`config.mk`:
```
export PLATFORM = sky130hd
export DESIGN_NAME = uart_tx_frame
export DESIGN_NICKNAME = d
export VERILOG_FILES = /design/src/rtl/uart_pkg.sv /design/src/rtl/uart_baud_tick.sv /design/src/rtl/uart_tx_frame.sv
export SDC_FILE = /design/constraint.sdc
export NUM_CORES = 1
export LEC_CHECK = 0
export BUFFER_PORTS_ARGS = -buffer_cell sky130_fd_sc_hd__buf_4
export CAP_MARGIN = 30
export CORE_UTILIZATION = 63
export DETAILED_ROUTE_END_ITERATION = 10
export PLACE_DENSITY = 0.83
export SYNTH_ARGS = -nofsm -noshare
export SYNTH_HDL_FRONTEND = slang
export SYNTH_SLANG_ARGS = --single-unit
```
`constraint.sdc`:
```
create_clock -name clk -period 3.88 [get_ports clk]
set_input_delay 0.776 -clock clk [delete_from_list [all_inputs] [get_ports clk]]
set_output_delay 0.776 -clock clk [all_outputs]
set_load 0.005 [all_outputs]
```
`src/rtl/uart_pkg.sv`:
```
// Shared definitions for the UART transmit path: state encoding, frame size and
// the clock-to-baud divider calculation.
package uart_pkg;

  localparam int DATA_BITS = 8;

  typedef enum logic [2:0] {
    ST_IDLE   = 3'd0,
    ST_START  = 3'd1,
    ST_DATA   = 3'd2,
    ST_PARITY = 3'd3,
    ST_STOP   = 3'd4
  } uart_state_e;

  // Floor division, clamped so every bit lasts at least two clocks.
  function automatic int clks_per_bit(input int clk_freq, input int baud);
    int r;
    r = clk_freq / baud;
    if (r < 2) r = 2;
    return r;
  endfunction

endpackage

```
`src/rtl/uart_baud_tick.sv`:
```
// Bit-period counter: counts 0..CLKS_PER_BIT-1, flags the last cycle of each bit,
// and can be held at zero by a synchronous clear.
module uart_baud_tick #(
  parameter int CLKS_PER_BIT = 2,
  parameter int CW           = 1
) (
  input  logic          clk,
  input  logic          reset_n,
  input  logic          clear,
  output logic [CW-1:0] count,
  output logic          tick
);

  localparam logic [CW-1:0] LAST = CW'(CLKS_PER_BIT - 1);

  logic [CW-1:0] count_q;
  logic [CW-1:0] count_d;

  assign count = count_q;
  assign tick  = (count_q == LAST);

  always_comb begin
    count_d = count_q + 1'b1;
    if (clear || tick) count_d = '0;
  end

  always_ff @(posedge clk) begin
    if (!reset_n) count_q <= '0;
    else          count_q <= count_d;
  end

endmodule

```
`src/rtl/uart_tx_frame.sv`:
```
// UART transmitter: one frame per transmit pulse, with a single-entry pending slot
// so a request made during a frame follows it back-to-back.
module uart_tx_frame
  import uart_pkg::*;
#(
  parameter int CLK_FREQ   = 100_000_000,
  parameter int BAUD       = 9600,
  parameter int PARITY_EN  = 0,
  parameter int PARITY_ODD = 0
) (
  input  logic       clk,
  input  logic       reset_n,
  input  logic       transmit,
  input  logic [7:0] data,
  output logic       txd,
  output logic       busy,
  output logic       done,
  output logic       overrun
);

  localparam int CPB = clks_per_bit(CLK_FREQ, BAUD);
  localparam int CW  = $clog2(CPB);
  localparam logic [CW-1:0] CNT_NEAR_END = CW'(CPB - 2);
  localparam logic PAR_ODD  = (PARITY_ODD != 0);
  localparam logic PAR_USED = (PARITY_EN != 0);

  uart_state_e state_q, state_d;
  logic [DATA_BITS-1:0] shift_q, shift_d;
  logic                 par_q, par_d;
  logic [2:0]           bit_q, bit_d;
  logic                 pend_valid_q, pend_valid_d;
  logic [DATA_BITS-1:0] pend_data_q, pend_data_d;
  logic                 txd_q, txd_d;
  logic                 busy_q, busy_d;
  logic                 done_q, done_d;
  logic                 overrun_q, overrun_d;

  logic [CW-1:0]        baud_cnt;
  logic                 baud_tick;
  logic                 baud_clear;
  logic                 load_en;
  logic [DATA_BITS-1:0] load_byte;
  logic                 last_stop;

  // Every non-idle state is left only on a tick, where the counter wraps to zero by
  // itself, so holding it clear in IDLE gives a fresh count on every state entry.
  assign baud_clear = (state_q == ST_IDLE);

  uart_baud_tick #(
    .CLKS_PER_BIT(CPB),
    .CW          (CW)
  ) u_baud (
    .clk    (clk),
    .reset_n(reset_n),
    .clear  (baud_clear),
    .count  (baud_cnt),
    .tick   (baud_tick)
  );

  assign last_stop = (state_q == ST_STOP) && baud_tick;

  always_comb begin
    state_d      = state_q;
    shift_d      = shift_q;
    par_d        = par_q;
    bit_d        = bit_q;
    pend_valid_d = pend_valid_q;
    pend_data_d  = pend_data_q;
    txd_d        = txd_q;
    busy_d       = busy_q;
    done_d       = 1'b0;
    overrun_d    = 1'b0;
    load_en      = 1'b0;
    load_byte    = data;

    case (state_q)
      ST_IDLE: begin
        if (transmit) load_en = 1'b1;
      end
      ST_START: begin
        if (baud_tick) begin
          state_d = ST_DATA;
          bit_d   = 3'd0;
          txd_d   = shift_q[0];
        end
      end
      ST_DATA: begin
        if (baud_tick) begin
          if (bit_q == 3'd7) begin
            if (PAR_USED) begin
              state_d = ST_PARITY;
              txd_d   = par_q;
            end else begin
              state_d = ST_STOP;
              txd_d   = 1'b1;
            end
          end else begin
            bit_d   = bit_q + 3'd1;
            shift_d = shift_q >> 1;
            txd_d   = shift_q[1];
          end
        end
      end
      ST_PARITY: begin
        if (baud_tick) begin
          state_d = ST_STOP;
          txd_d   = 1'b1;
        end
      end
      ST_STOP: begin
        // done is registered, so raise it one cycle ahead of the final stop cycle.
        if (baud_cnt == CNT_NEAR_END) done_d = 1'b1;
        if (baud_tick) begin
          if (pend_valid_q) begin
            load_en      = 1'b1;
            load_byte    = pend_data_q;
            pend_valid_d = transmit;
            if (transmit) pend_data_d = data;
          end else if (transmit) begin
            load_en = 1'b1;
          end else begin
            state_d = ST_IDLE;
            busy_d  = 1'b0;
          end
        end
      end
      default: begin
        state_d = ST_IDLE;
        txd_d   = 1'b1;
        busy_d  = 1'b0;
      end
    endcase

    if (transmit && (state_q != ST_IDLE) && !last_stop) begin
      if (!pend_valid_q) begin
        pend_valid_d = 1'b1;
        pend_data_d  = data;
      end else begin
        overrun_d = 1'b1;
      end
    end

    if (load_en) begin
      state_d = ST_START;
      shift_d = load_byte;
      par_d   = (^load_byte) ^ PAR_ODD;
      bit_d   = 3'd0;
      txd_d   = 1'b0;
      busy_d  = 1'b1;
    end
  end

  always_ff @(posedge clk) begin
    if (!reset_n) begin
      state_q      <= ST_IDLE;
      shift_q      <= '0;
      par_q        <= 1'b0;
      bit_q        <= 3'd0;
      pend_valid_q <= 1'b0;
      pend_data_q  <= '0;
      txd_q        <= 1'b1;
      busy_q       <= 1'b0;
      done_q       <= 1'b0;
      overrun_q    <= 1'b0;
    end else begin
      state_q      <= state_d;
      shift_q      <= shift_d;
      par_q        <= par_d;
      bit_q        <= bit_d;
      pend_valid_q <= pend_valid_d;
      pend_data_q  <= pend_data_d;
      txd_q        <= txd_d;
      busy_q       <= busy_d;
      done_q       <= done_d;
      overrun_q    <= overrun_d;
    end
  end

  assign txd     = txd_q;
  assign busy    = busy_q;
  assign done    = done_q;
  assign overrun = overrun_q;

endmodule

```
==> impl_results.md, run 1 <==
* Outcome: finished clean
* Endpoints failing setup at 0
* Synthesized flop and latch total at 41
* Worst Path Class, Setup: reg2reg
* Post_cts resized at 0
* Root Driver: clkbuf_4
* Initial drt markers at 62
* Total Negative Setup Slacks at 0 ns
* Number of setup buffers added after CTS at 0
* Placed insts at 278
* Final Max Slew Viols at 0
* Total clock sinks at 41
* Vias at 1660
* Final Hold Fails at 0
* Non-Filler Instances at 286
* Min Clock Period, post-route at 2.34 ns
* Routed Wire Length at 3850 um
* Post-synth top flop: dfxtp_1
* Residual DRC count at 0
* Net Sw Frac at 0.229
* Die ar. at 3470 sq um
* Peak VDD IR at 0.264 mV
* Die X-Extent at 58.9 um
* Yosys cell types at 50
* Total global-route track usage at 0.251
* Core Area at 3050 sq um
* Reg clk slew, reported paths at 0.12 ns
* Maxcap violations at 0
* Crit path DAT at 2.63 ns
* RSZ-0062 raised after global routing: no
* Finished Core Util at 0.730
* Fin crit share at 0.602
* Largest net degree at the start of global routing at 30
* Die Y at 58.9 um
* Syn_nets at 245
* Vias in the first global route at 1481
* Clock Latency Late Sink at 0.35 ns
* Internal Pwr Total at 619 uW
* Routed Antenna Nets at 0
* I/O Buffers at 14
* Max-slew headroom at 0.604
* Final Cell Area at 2230 sq um
* Peak Freq at 0.428 GHz
* Register area share after synthesis at 0.403
* Comb pwr share at 0.086
* Layout area overhead at 9.33%
* Hpwl dp at 2720 um
* Total gr overflow at 0
* Crit Path Max Fanout at 13
* Worst min path class: reg2reg
* Vias/cell at 5.80
* Share of cells above drive strength 1 at 0.153
* CP startpoint kind: flop
* Worst EP required at 4.17 ns
* Initial Utilization at 0.668
* Clk buf depth at 2
* Avg Inst Size Synth at 8.86 sq um
* NumNets Final at 256
* EDFF count, synth at 0
* Worst-margin pin slew at 0.593 ns
* Switch Pwr at 183 uW
* Sequential Power Share at 0.554
* # fillers at 248
* Diode count at 0
* Row count at 20
* Placed standard-cell area at 2140 sq um
* CTS buffer count at 5
* Power Density at 360 nW/um^2
* Async S/R FF share, synth at 0
* GPL Wtd Cong at 0.787
* Synthesis warning total at 0
* Setup WS post-layout at 1.54 ns
* Post-Place Worst Slack at 1.57 ns
* I/O pin count at 15
* CP Capture Type: flop
* CTS tree: yes
* Clk pwr share at 0.360
* Cells after Synth at 230
* Drt first pass iters at 4
* Synthesized area at 2040 sq um
* H-Tree Depth at 2
* Clk_skew at 0.0128 ns
* Antenna violations before repair at 0
* Leakage at 0.000780 uW
* Mean routed wirelength per cell at 13.5 um
* Hold_buf cts at 0
* First-pass GRT wire length at 6470 um
## sequential cells by signal, summed over array words and instances (netlist names)
register / cells
bit_q: 3
busy: 1
done: 1
overrun: 1
pend_data_q: 8
pend_valid_q: 1
shift_q: 8
state_q: 3
txd: 1
u_baud.count: 14
## layout make-up
cell class	instances	area (sq um)	share of cell area
clock buffers	7	55.1	0.0247
clock inverters	1	30.0	0.0135
inverters	7	26.3	0.0118
multi-input cells	171	1130	0.506
flip-flops and latches	41	821	0.368
well taps	44	55.1	0.0247
repair buffers	15	113	0.0505
## per-layer routing
metal | share of wire | up-vias | global-route usage | routed length (um)
li1 | - | 844 | - | -
met1 | 0.49 | 758 | 0.327 | 1900
met2 | 0.43 | 47 | 0.370 | 1660
met3 | 0.047 | 11 | 0.0659 | 182
met4 | 0.028 | 0 | 0.153 | 109
met5 | 0 | - | 0 | 0
## cells in the mapped netlist, types with 4 or more instances
cell type,number,area (sq um)
dfxtp_1,41,821
nand2_1,30,113
nor2_1,21,78.8
mux2i_1,17,170
a21oi_1,13,65.1
o21ai_0,13,65.1
nand3_1,10,50.1
inv_1,7,26.3
clkbuf_1,6,22.5
xor2_1,6,52.6
nor3_1,5,25.0
ha_1,4,50.1
nand4_1,4,25.0
## power by group through the flow
stage,clock network [uW],registers [uW],logic (uW)
after global routing,312,447,75.4
after floorplan,0,452,47.0
after detailed placement,0,454,67.9
after global placement,0,454,65.8
final,289,445,68.7
after CTS,294,445,68.6
## layout by cell type (no fill, tap or decap), types with 2 or more instances in the layout
master / instances
nand3_1: 10
inv_1: 7
dfxtp_1: 41
or2_2: 2
nand2_1: 30
nor3_1: 5
and4_1: 3
and3_1: 2
nand4_1: 4
mux2i_1: 17
o221ai_1: 3
a21oi_1: 13
nor2b_1: 2
xnor2_1: 3
clkbuf_4: 5
buf_4: 15
ha_1: 4
nor2_1: 21
o211ai_1: 2
o22ai_1: 3
xor2_1: 6
o21ai_0: 13
or3_1: 3
## worst max-delay path, stage by stage, from the launching register on
cell	delay (ns)
dfxtp_1	0.41
ha_1	0.20
and3_1	0.31
nand4_4	0.27
nor2_4	0.34
o31a_1	0.50
mux2i_1	0.23
## path summary, 6_finish.rpt
path / start / to / slack (ns) / cells past startpoint
hold / removal: pend_data_q[4] / pend_data_q[4] / 0.47 / 2
hold reg to reg: pend_data_q[4] / pend_data_q[4] / 0.47 / 2
setup / recovery: u_baud.count[0] / pend_data_q[3] / 1.54 / 6
setup reg to reg: u_baud.count[0] / pend_data_q[3] / 1.54 / 6
## kinds of logic after synthesis
group,synth area share
and+or+nand+nor,0.268
DFF,0.403
muxes,0.0835
xor gates and xnor gates,0.0387
buffers and inverters,0.0436
AOI/OAI and AO/OA,0.139
adders and majority gates,0.0246
## stage by stage
| stage | total power (uW) | hold slack [ns] |
|---|---|---|
| global route | 834 | 0.486 |
| floorplan | 499 | 0.434 |
| global placement | 519 | 0.441 |
| CTS | 807 | 0.470 |
| detailed placement | 522 | 0.454 |
| finish | 803 | 0.467 |
(Power assumes the default switching activity.)
==> inputs of run 2 (changes only) <==
--- a/config.mk
+++ b/config.mk
@@ -7,9 +7,9 @@
 export LEC_CHECK = 0
 export BUFFER_PORTS_ARGS = -buffer_cell sky130_fd_sc_hd__buf_4
 export CAP_MARGIN = 30
-export CORE_UTILIZATION = 63
+export CORE_UTILIZATION = 53
 export DETAILED_ROUTE_END_ITERATION = 10
-export PLACE_DENSITY = 0.83
+export PLACE_DENSITY = 0.74
 export SYNTH_ARGS = -nofsm -noshare
 export SYNTH_HDL_FRONTEND = slang
 export SYNTH_SLANG_ARGS = --single-unit
==> constraint.sdc (replaced) <==
create_clock -name clk -period 2 [get_ports clk]
set_input_delay 0.4 -clock clk [delete_from_list [all_inputs] [get_ports clk]]
set_output_delay 0.4 -clock clk [all_outputs]
set_load 0.005 [all_outputs]
==> run 2 against run 1 <==
Effect of this change:
- final cell count increased by 5.2%
- count of clock-buffer cells in the layout is 1 lower
- largest cell class unchanged
- critical path type unchanged
- utilization fell by 8.9 points
- design area is 5.2% higher
- total power grew 93%
- wire length grew 3.5%
- hold slack lost 0.095 ns
==> impl_results.md, run 2 (synthesis results as in run 1) <==
* Maxcap violations at 0
* Initial Utilization at 0.557
* CTS buffer count at 5
* Worst Path Class, Setup: reg2reg
* Fin crit share at 0.933
* NumNets Final at 268
* Leakage at 0.000840 uW
* Antenna violations before repair at 0
* RSZ-0062 raised after global routing: yes
* Share of cells above drive strength 1 at 0.206
* Vias in the first global route at 1595
* Worst hold path cell count at 3
* Die Y at 64.0 um
* Total gr overflow at 0
* Worst hold margin at 0.372 ns
* Vias at 1705
* Commonest non-fill, non-tap cell in the layout: dfxtp_1
* Row count at 22
* Mean routed wirelength per cell at 13.2 um
* GPL Wtd Cong at 0.818
* First-pass GRT wire length at 7040 um
* Final Hold Fails at 0
* Outcome: finished clean
* Crit path DAT at 2.02 ns
* Worst min path class: in2reg
* Root Driver: clkbuf_8
* Total clock sinks at 41
* I/O Buffers at 14
* Placed insts at 292
* Vias/cell at 5.66
* I/O pin count at 15
* Non-Filler Instances at 301
* Largest net degree at the start of global routing at 30
* Clk_skew at 0.00601 ns
* Min Clock Period, post-route at 1.87 ns
* Final Max Slew Viols at 0
* Hold_buf cts at 0
* Residual DRC count at 0
* Diode count at 0
* H-Tree Depth at 2
* Routed Antenna Nets at 0
* Max-slew headroom at 0.695
* Total global-route track usage at 0.224
* Initial drt markers at 136
* Max reg flops at 14
* Endpoints failing setup at 0
* Worst-margin pin slew at 0.458 ns
* CP Capture Type: flop
* Finished Core Util at 0.640
* CP startpoint kind: flop
* Hpwl dp at 2860 um
* Reg clk slew, reported paths at 0.08 ns
* Die X-Extent at 64.0 um
* Peak VDD IR at 0.463 mV
* Layout area overhead at 15.0%
* Clock Latency Late Sink at 0.29 ns
* Routed Wire Length at 3990 um
* Worst EP required at 2.16 ns
* Crit Path Max Fanout at 8
* CTS tree: yes
* Die ar. at 4100 sq um
* Reg2Reg Depth at 7
* Peak Freq at 0.536 GHz
* Drt first pass iters at 5
* Power Density at 661 nW/um^2
* Core Area at 3660 sq um
* Commonest cells after routing, fill and taps aside: 40 x dfxtp_1, 29 x nand2_1, 25 x buf_4
* Clk buf depth at 2
run 2: cell types whose count changed in the layout (fill, tap and decap cells not counted), moves of 2 or more:
cell / before / now
clkbuf_4: 5 / 0
buf_6: 0 / 2
clkbuf_8: 1 / 6
buf_4: 15 / 25
run 2: layout make-up:
type                    instances  area (sq um)
inverters                       7          26.3
clock buffers                   6          82.6
clock inverters                 1          7.51
well taps                      48          60.1
repair buffers                 27           210
fillers                       304          1320
flip-flops and latches         41           822
multi-input cells             171          1140
run 2: stage by stage:
step	area (sq um)	setup TNS [ns]	total power, uW	setup WS, ns
6_report	2340	0	1550	0.135
5_1_grt	2340	-0.0532	1630	-0.0331
4_1_cts	2310	0	1560	0.0387
3_5_place_dp	2220	0	1020	0.0685
3_3_place_gp	2220	0	1020	0.126
2_1_floorplan	2040	0	968	0.167
run 2: worst max-delay path: stages, from the launching register on:
cell      delay, ns
dfxtp_1        0.36
nor4b_4        0.39
nand4_4        0.19
buf_6          0.19
nor2_4         0.12
buf_6          0.15
mux2i_1        0.20
o221ai_1       0.12
run 2: metal layers:
| metal | track usage | wire [um] |
|---|---|---|
| met2 | 0.352 | 1760 |
| met1 | 0.291 | 2020 |
| met3 | 0.0643 | 180 |
| met5 | 0 | 0 |
| met4 | 0.0767 | 23 |
run 2: where the power goes:
group	internal, uW	total [uW]	switching [uW]
logic	62.3	137	74.5
clock network	273	549	277
registers	843	863	19.9
total	1180	1550	371
run 2: repair_timing:
item | in CTS | in global routing
buffers inserted | 0 | 2
endpoints found under the setup margin | 0 | 18
gates resized for setup | 0 | 5
run 2: final timing paths:
check             startpoint               to  slack [ns]
max          u_baud.count[8]       shift_q[4]        0.13
min                  data[0]   pend_data_q[0]        0.37
max reg2reg  u_baud.count[8]       shift_q[4]        0.13
min reg2reg  u_baud.count[0]  u_baud.count[0]        0.44
